**config.mk**
```make
export PLATFORM = sky130hd
export DESIGN_NAME = game_sequencer
export DESIGN_NICKNAME = d
export VERILOG_FILES = /design/src/rtl/game_sequencer.sv
export SDC_FILE = /design/constraint.sdc
export NUM_CORES = 1
export LEC_CHECK = 0
export ABC_CLOCK_PERIOD_IN_PS = 6300
export BUFFER_PORTS_ARGS = -buffer_cell sky130_fd_sc_hd__clkbuf_2
export CORE_MARGIN = 2
export CORE_UTILIZATION = 64
export DETAILED_ROUTE_END_ITERATION = 10
export PLACE_DENSITY = 0.95
export SLEW_MARGIN = 15
export SYNTH_ARGS = -nofsm -noshare
export SYNTH_HDL_FRONTEND = slang
export SYNTH_SLANG_ARGS = --single-unit
```
**constraint.sdc**
```tcl
create_clock -name clk -period 6.3 [get_ports clk]
set_input_delay 0.945 -clock clk [delete_from_list [all_inputs] [get_ports clk]]
set_output_delay 0.945 -clock clk [all_outputs]
set_load 0.05 [all_outputs]
```
**src/rtl/game_sequencer.sv**
```systemverilog
// Game flow sequencer: tracks lives and level, freezes motion during the
// death and level-up animations, and raises game over when lives run out.
//
// state     | meaning
// ----------+------------------------------------------------------------
// IDLE      | waiting for the first start press after reset/restart
// PLAY      | frog and traffic moving, hits and top-row arrivals counted
// DYING     | frozen for DEATH_CYCLES after a hit with lives remaining
// LEVEL_UP  | frozen for LEVELUP_CYCLES after reaching the top row
// GAME_OVER | lives exhausted, waiting for start to begin a new game
module game_sequencer #(
   parameter int START_LIVES    = 3,
   parameter int MAX_LEVEL      = 99,
   parameter int DEATH_CYCLES   = 50_000_000,
   parameter int LEVELUP_CYCLES = 25_000_000
) (
   input  logic       clk,
   input  logic       reset,
   input  logic       restart,
   input  logic       start_btn,
   input  logic       frog_at_top,
   input  logic       frog_hit,
   output logic [2:0] state,
   output logic [1:0] lives,
   output logic [6:0] level,
   output logic       reset_frog,
   output logic       level_up,
   output logic       freeze,
   output logic       game_over
);

   typedef enum logic [2:0] {
      IDLE      = 3'd0,
      PLAY      = 3'd1,
      DYING     = 3'd2,
      LEVEL_UP  = 3'd3,
      GAME_OVER = 3'd4
   } state_t;

   localparam logic [1:0]  LIVES_INIT   = 2'(START_LIVES);
   localparam logic [6:0]  LEVEL_MAX    = 7'(MAX_LEVEL);
   localparam logic [31:0] DEATH_LOAD   = 32'(DEATH_CYCLES - 1);
   localparam logic [31:0] LEVELUP_LOAD = 32'(LEVELUP_CYCLES - 1);

   state_t      r_state;
   logic [1:0]  r_lives;
   logic [6:0]  r_level;
   logic [31:0] r_timer;
   logic        r_start_prev;
   logic        r_reset_frog;
   logic        r_level_up;
   logic        r_freeze;
   logic        r_game_over;
   logic        w_start_edge;

   assign w_start_edge = start_btn & ~r_start_prev;

   // Game state machine; every output is updated together with the state it belongs to.
   always_ff @(posedge clk) begin
      if (reset) begin
         r_state      <= IDLE;
         r_lives      <= LIVES_INIT;
         r_level      <= 7'd1;
         r_timer      <= '0;
         r_start_prev <= 1'b0;
         r_reset_frog <= 1'b0;
         r_level_up   <= 1'b0;
         r_freeze     <= 1'b1;
         r_game_over  <= 1'b0;
      end else begin
         r_start_prev <= start_btn;
         r_reset_frog <= 1'b0;
         r_level_up   <= 1'b0;
         if (restart) begin
            r_state      <= IDLE;
            r_lives      <= LIVES_INIT;
            r_level      <= 7'd1;
            r_timer      <= '0;
            r_reset_frog <= 1'b1;
            r_freeze     <= 1'b1;
            r_game_over  <= 1'b0;
         end else begin
            case (r_state)
               IDLE: begin
                  if (w_start_edge) begin
                     r_state      <= PLAY;
                     r_lives      <= LIVES_INIT;
                     r_level      <= 7'd1;
                     r_reset_frog <= 1'b1;
                     r_freeze     <= 1'b0;
                  end
               end
               PLAY: begin
                  // A hit outranks a simultaneous top-row arrival.
                  if (frog_hit) begin
                     r_freeze <= 1'b1;
                     if (r_lives > 2'd1) begin
                        r_lives <= r_lives - 2'd1;
                        r_state <= DYING;
                        r_timer <= DEATH_LOAD;
                     end else begin
                        r_lives     <= 2'd0;
                        r_state     <= GAME_OVER;
                        r_game_over <= 1'b1;
                     end
                  end else if (frog_at_top) begin
                     if (r_level < LEVEL_MAX) begin
                        r_level <= r_level + 7'd1;
                     end
                     r_state    <= LEVEL_UP;
                     r_timer    <= LEVELUP_LOAD;
                     r_level_up <= 1'b1;
                     r_freeze   <= 1'b1;
                  end
               end
               DYING, LEVEL_UP: begin
                  if (r_timer == 32'd0) begin
                     r_state      <= PLAY;
                     r_reset_frog <= 1'b1;
                     r_freeze     <= 1'b0;
                  end else begin
                     r_timer <= r_timer - 32'd1;
                  end
               end
               GAME_OVER: begin
                  if (w_start_edge) begin
                     r_state      <= PLAY;
                     r_lives      <= LIVES_INIT;
                     r_level      <= 7'd1;
                     r_reset_frog <= 1'b1;
                     r_freeze     <= 1'b0;
                     r_game_over  <= 1'b0;
                  end
               end
               default: begin
                  r_state     <= IDLE;
                  r_timer     <= '0;
                  r_freeze    <= 1'b1;
                  r_game_over <= 1'b0;
               end
            endcase
         end
      end
   end

   assign state      = r_state;
   assign lives      = r_lives;
   assign level      = r_level;
   assign reset_frog = r_reset_frog;
   assign level_up   = r_level_up;
   assign freeze     = r_freeze;
   assign game_over  = r_game_over;

endmodule
```
; ---- After elaboration in Yosys (flattened, before gate mapping)
; Index checks and enable logic that the tools add are counted.
[word_totals]
latchBits = 0
mem_count = 0
rom_bits = 0
out_inout_bits = 16
inputBits = 6
ram_bits = 0
register_bits = 49
word_cells = 80
[op_classes]
div_mod_pow = 0
mul = 0
bitwise = 5
reduce_logical = 13
shift = 0
eq_ne = 15
n_lt_le_gt_ge = 2
add_sub_neg = 3
muxes = 33
[ops]
columns = op, count
row1 = $mux W32, 4
row2 = $pmux W32 S3, 1
row3 = $logic_not A32 Y1, 1
row4 = $sub A32 B1 Y32 const B, 1
row5 = $mux W7, 4
row6 = $ne A2 B2 Y1 const B, 8
row7 = $mux W3, 5
row8 = $pmux W7 S2, 1
row9 = $mux W1, 10
row10 = $pmux W3 S3, 1
row11 = $reduce_and A4 Y1, 2
row12 = $add A7 B1 Y7 const B, 1
row13 = $lt A7 B7 Y1 const B, 1
row14 = $eq A3 B2 Y1 const B, 2
row15 = $mux W2, 3
row16 = $ne A3 B3 Y1 const B, 2
row17 = $pmux W1 S3, 2
row18 = $reduce_and A3 Y1, 2
row19 = $reduce_or A2 Y1, 3
row20 = $reduce_and A5 Y1, 1
row21 = $not A1 Y1, 4
row22 = $pmux W2 S2, 1
row23 = $reduce_or A4 Y1, 1
row24 = $eq A3 B1 Y1 const B, 1
row25 = other kinds (9), 9

; ---- Logic depth before layout (Yosys ltp)
[depth]
ltp_word = 5
ltp_mapped = 9
depth_no_buf = 7

; ---- Least setup slack after synthesis
; No wires, ideal clock.
[synth_timing]
kind = input to register
startpoint = in frog_hit
endpoint = reg r_timer[10]
setup_time_ns = 0.070
n_path_buf = 2
cell_stages = 7
t_arrival_ns = 2.609
required_time_ns = 6.230
path_slack_ns = 3.621
cell_sequence = clkbuf_1 > mux2i_1 > a21oi_1 > o31ai_4 > buf_6 > or4_1 > a21boi_1
[synth_via]
elab_chain_len = 2
elab_cells_between_ends = 5
cone_classes = eq/ne: 2 / mux: 2 / reduce/logical: 1
[synth_lines]
columns = item, line_no
row1 = "start, declared", 22  ; input logic frog_hit,
row2 = $ne A3 B3 Y1 (no source line) / $mux W32 (equally long branches), n/a
row3 = $reduce_and A4 Y1 (no source line) / $pmux W32 S3 (equally long branches), n/a
row4 = "end signal, assigned", 122  ; r_timer <= r_timer - 32'd1;
row5 = "end, declared", 48  ; logic [31:0] r_timer;
; Parallel ways exist; a longest one is shown, timed or not.
; A chain may end at the register's enable or synchronous reset.

; ---- Worst setup path in the final report
[layout_timing]
startpoint = reg r_timer[0]
endpoint = reg r_timer[25]
[layout_via]
elab_chain_len = 3
elab_cells_between_ends = 6
cone_classes = add/sub: 1 / eq/ne: 1 / mux: 2 / reduce/logical: 2
[layout_lines]
columns = item, line_no
row1 = $sub A32 B1 Y32 / $logic_not A32 Y1 (equally long branches), "122, 117"
row2 = $mux W32 / $ne A2 B2 Y1 (equally long branches), n/a
row3 = $pmux W32 S3 / $reduce_and A4 Y1 (equally long branches), n/a
; Parallel ways exist; a longest one is shown, timed or not. The select of a mux whose other input is x is not followed.

==> results.py <==
metrics = {
    "status": {
        "status": "finished clean",
    },
    "logic_synthesis": {
        "synthArstFlopShare_pct": 0,
        "synth_cell_types": 55,
        "synthCells": 345,
        "ys_seq_area_share_pct": 35.2,
        "synth_area_mm2": 0.00279,
        "yosys_warnings": 0,
        "ys_ff_latch": 49,
        "synth-edff-count": 0,
        "synth_fp_nets": 353,
        "syn_area_per_cell_um2": 8.08,
        "synth_ff_type": "dfxtp_1",
    },
    "drt": {
        "drt-total-wl_um": 7400,
        "drt_iter0_markers": 389,
        "via_count": 2904,
        "vias_per_cell": 7.14,
        "ant_nets": 0,
        "dr.pass1.iters": 6,
        "drc_errors": 0,
        "avgRoutedWirePerCell_um": 18.2,
    },
    "timing": {
        "fin_worst_skew_ns": 0.00808,
        "rsz0062_at_grt": "no",
        "max_slew_margin_pct": 22.3,
        "slew_violations": 0,
        "hold_violations": 0,
        "timing.setup.tns_ns": 0,
        "post-route-min-period_ns": 3.56,
        "worst_slew_pin_slew_ns": 1.17,
        "period_share_pct": 56.5,
        "max_freq_ghz": 0.281,
        "setup_viol": 0,
    },
    "finish": {
        "design_area_mm2": 0.00299,
        "diodes": 0,
        "drive_above_1_share_pct": 12.4,
        "final_cell_mix": "49 x dfxtp_1, 32 x nand2_1, 29 x nor2_1",
        "mostFrequentLayoutCell": "dfxtp_1",
        "fillers": 311,
        "nets": 362,
        "syn_to_final_growth_pct": 7.41,
    },
    "setup_path": {
        "r2r_cells": 7,
        "arrival_ns": 3.77,
        "r2r_slack_ns": 2.74,
        "critPathCaptureType": "register",
        "critical_path_class": "register to register",
        "r2r_end": "r_timer[25]$_SDFFE_PP0P_",
        "required_ns": 6.51,
        "critPathLaunch": "r_timer[0]$_SDFFE_PP0P_",
        "startpoint_type": "register",
        "r2r_start": "r_timer[0]$_SDFFE_PP0P_",
        "worstPathMaxFanout": 29,
    },
    "grt": {
        "grt_max_degree": 30,
        "grt_pass1_wl_um": 12000,
        "grt_overflow": 0,
        "grtUsageTotal_pct": 30.1,
        "antenna_found_initial": 0,
        "grt_pass1_vias": 2620,
    },
    "cts": {
        "post-cts-setup-buffers": 0,
        "cts-root-buf": "clkbuf_8",
        "hold_buffers": 0,
        "cts_sinks": 49,
        "cts.clk_slew.worst_paths_ns": 0.09,
        "cts_buffer_depth": 2,
        "htree_levels": 2,
        "cts_buffers": 5,
        "cts_resized": 0,
        "cts_tree": "done",
        "insertion_delay_ns": 0.31,
    },
    "power_and_ir_drop": {
        "worst_ir_drop_vdd_mv": 0.149,
        "leakagePower_nw": 1.12,
        "p_per_area_mw_per_mm2": 229,
    },
    "placement": {
        "place_hpwl_um": 4790,
        "gp_congestion": 0.919,
        "port_buffers": 21,
        "placed_cell_area_mm2": 0.00285,
    },
    "floorplanning": {
        "ios": 22,
        "die_h_um": 70,
        "num_rows": 24,
        "fp.dieW_um": 70,
        "initial_core_util_pct": 65.4,
        "design.die.area_mm2": 0.00490,
        "coreArea_mm2": 0.00426,
    },
    "job": {
        "maxCapViolCount": 0,
    },
    "hold_path": {
        "min_to": "r_timer[30]$_SDFFE_PP0P_",
        "holdPathStages": 2,
        "worstHoldPathType": "register to register",
        "min-delay-start": "r_timer[30]$_SDFFE_PP0P_",
    },
}
routing by layer:
metal	part of all wire [%]	global-route usage, %	vias up
met1	41	38.6	1329
met2	46	47.9	202
li1	-	-	1335
met4	3.3	14.1	0
met5	0	0	-
met3	10	6.93	38
final cells by class:
cell class	instances	area (µm²)	share of cell area, %
inverter	4	15.0	0.501
tap	52	65.1	2.17
multi-input combinational	271	1680	56.0
timing repair buffer	23	120	4.01
clock buffer	5	68.8	2.30
sequential	49	981	32.8
clock inverter	3	68.8	2.30
worst max path at each step:
stage	slack, ns	end
2_1_floorplan	3.62	r_timer[10]$_SDFFE_PP0P_
3_3_place_gp	3.06	r_timer[17]$_SDFFE_PP0P_
3_5_place_dp	2.92	r_timer[19]$_SDFFE_PP0P_
4_1_cts	2.86	r_timer[21]$_SDFFE_PP0P_
5_1_grt	2.66	r_timer[25]$_SDFFE_PP0P_
6_report	2.74	r_timer[25]$_SDFFE_PP0P_
state kept, by name, indices dropped and copies added, names as in the netlist:
| name | flops |
|---|---|
| freeze | 1 |
| game_over | 1 |
| level | 7 |
| level_up | 1 |
| lives | 2 |
| r_start_prev | 1 |
| r_timer | 32 |
| reset_frog | 1 |
| state | 3 |
kinds of logic after synthesis:
kind of cell	share of synthesized area (%)
fa+ha+maj	0.898
mux	2.15
simple gates	29.1
flops	35.2
xor+xnor	1.57
buf+inv	4.85
compound gates	26.2
stage by stage:
step                      std cells  power [mW]  setup WS, ns  utilization [%]  hold slack, ns
after floorplan                 345       0.395          3.62                -           0.439
after global placement          399       0.411          3.06             66.9           0.456
after detailed placement        399       0.413          2.92             66.9           0.469
after CTS                       407       0.682          2.86             70.1           0.479
after global routing            407       0.705          2.66             70.2           0.509
final                           407       0.685          2.74             70.2           0.483
worst max-delay path: stages, from the launching register on:
cell and delay (ns):
dfxtp_1 0.33, inv_1 0.13, ha_1 0.27, or4b_2 0.68, or4_4 0.49, o31ai_4 0.98, nor2_1 0.27, a32o_1 0.30
power by group:
| group | total (mW) | internal (mW) | switching [mW] |
|---|---|---|---|
| logic | 0.0916 | 0.0277 | 0.0639 |
| clock network | 0.275 | 0.160 | 0.115 |
| registers | 0.319 | 0.314 | 0.00491 |
cell usage after synthesis, drive strengths merged (7+ instances only):
cell	n	area, µm²
o21ai	29	145
nand2	32	120
nor2	29	109
buf	8	71.3
nand3	10	50.1
or3	9	56.3
or4	12	93.8
nand4	11	68.8
dfxtp	49	981
clkbuf	13	48.8
nand2b	7	43.8
nor3	11	55.1
nor4	10	62.6
a21oi	24	120
Note: power is estimated with default switching activity, not from simulation.
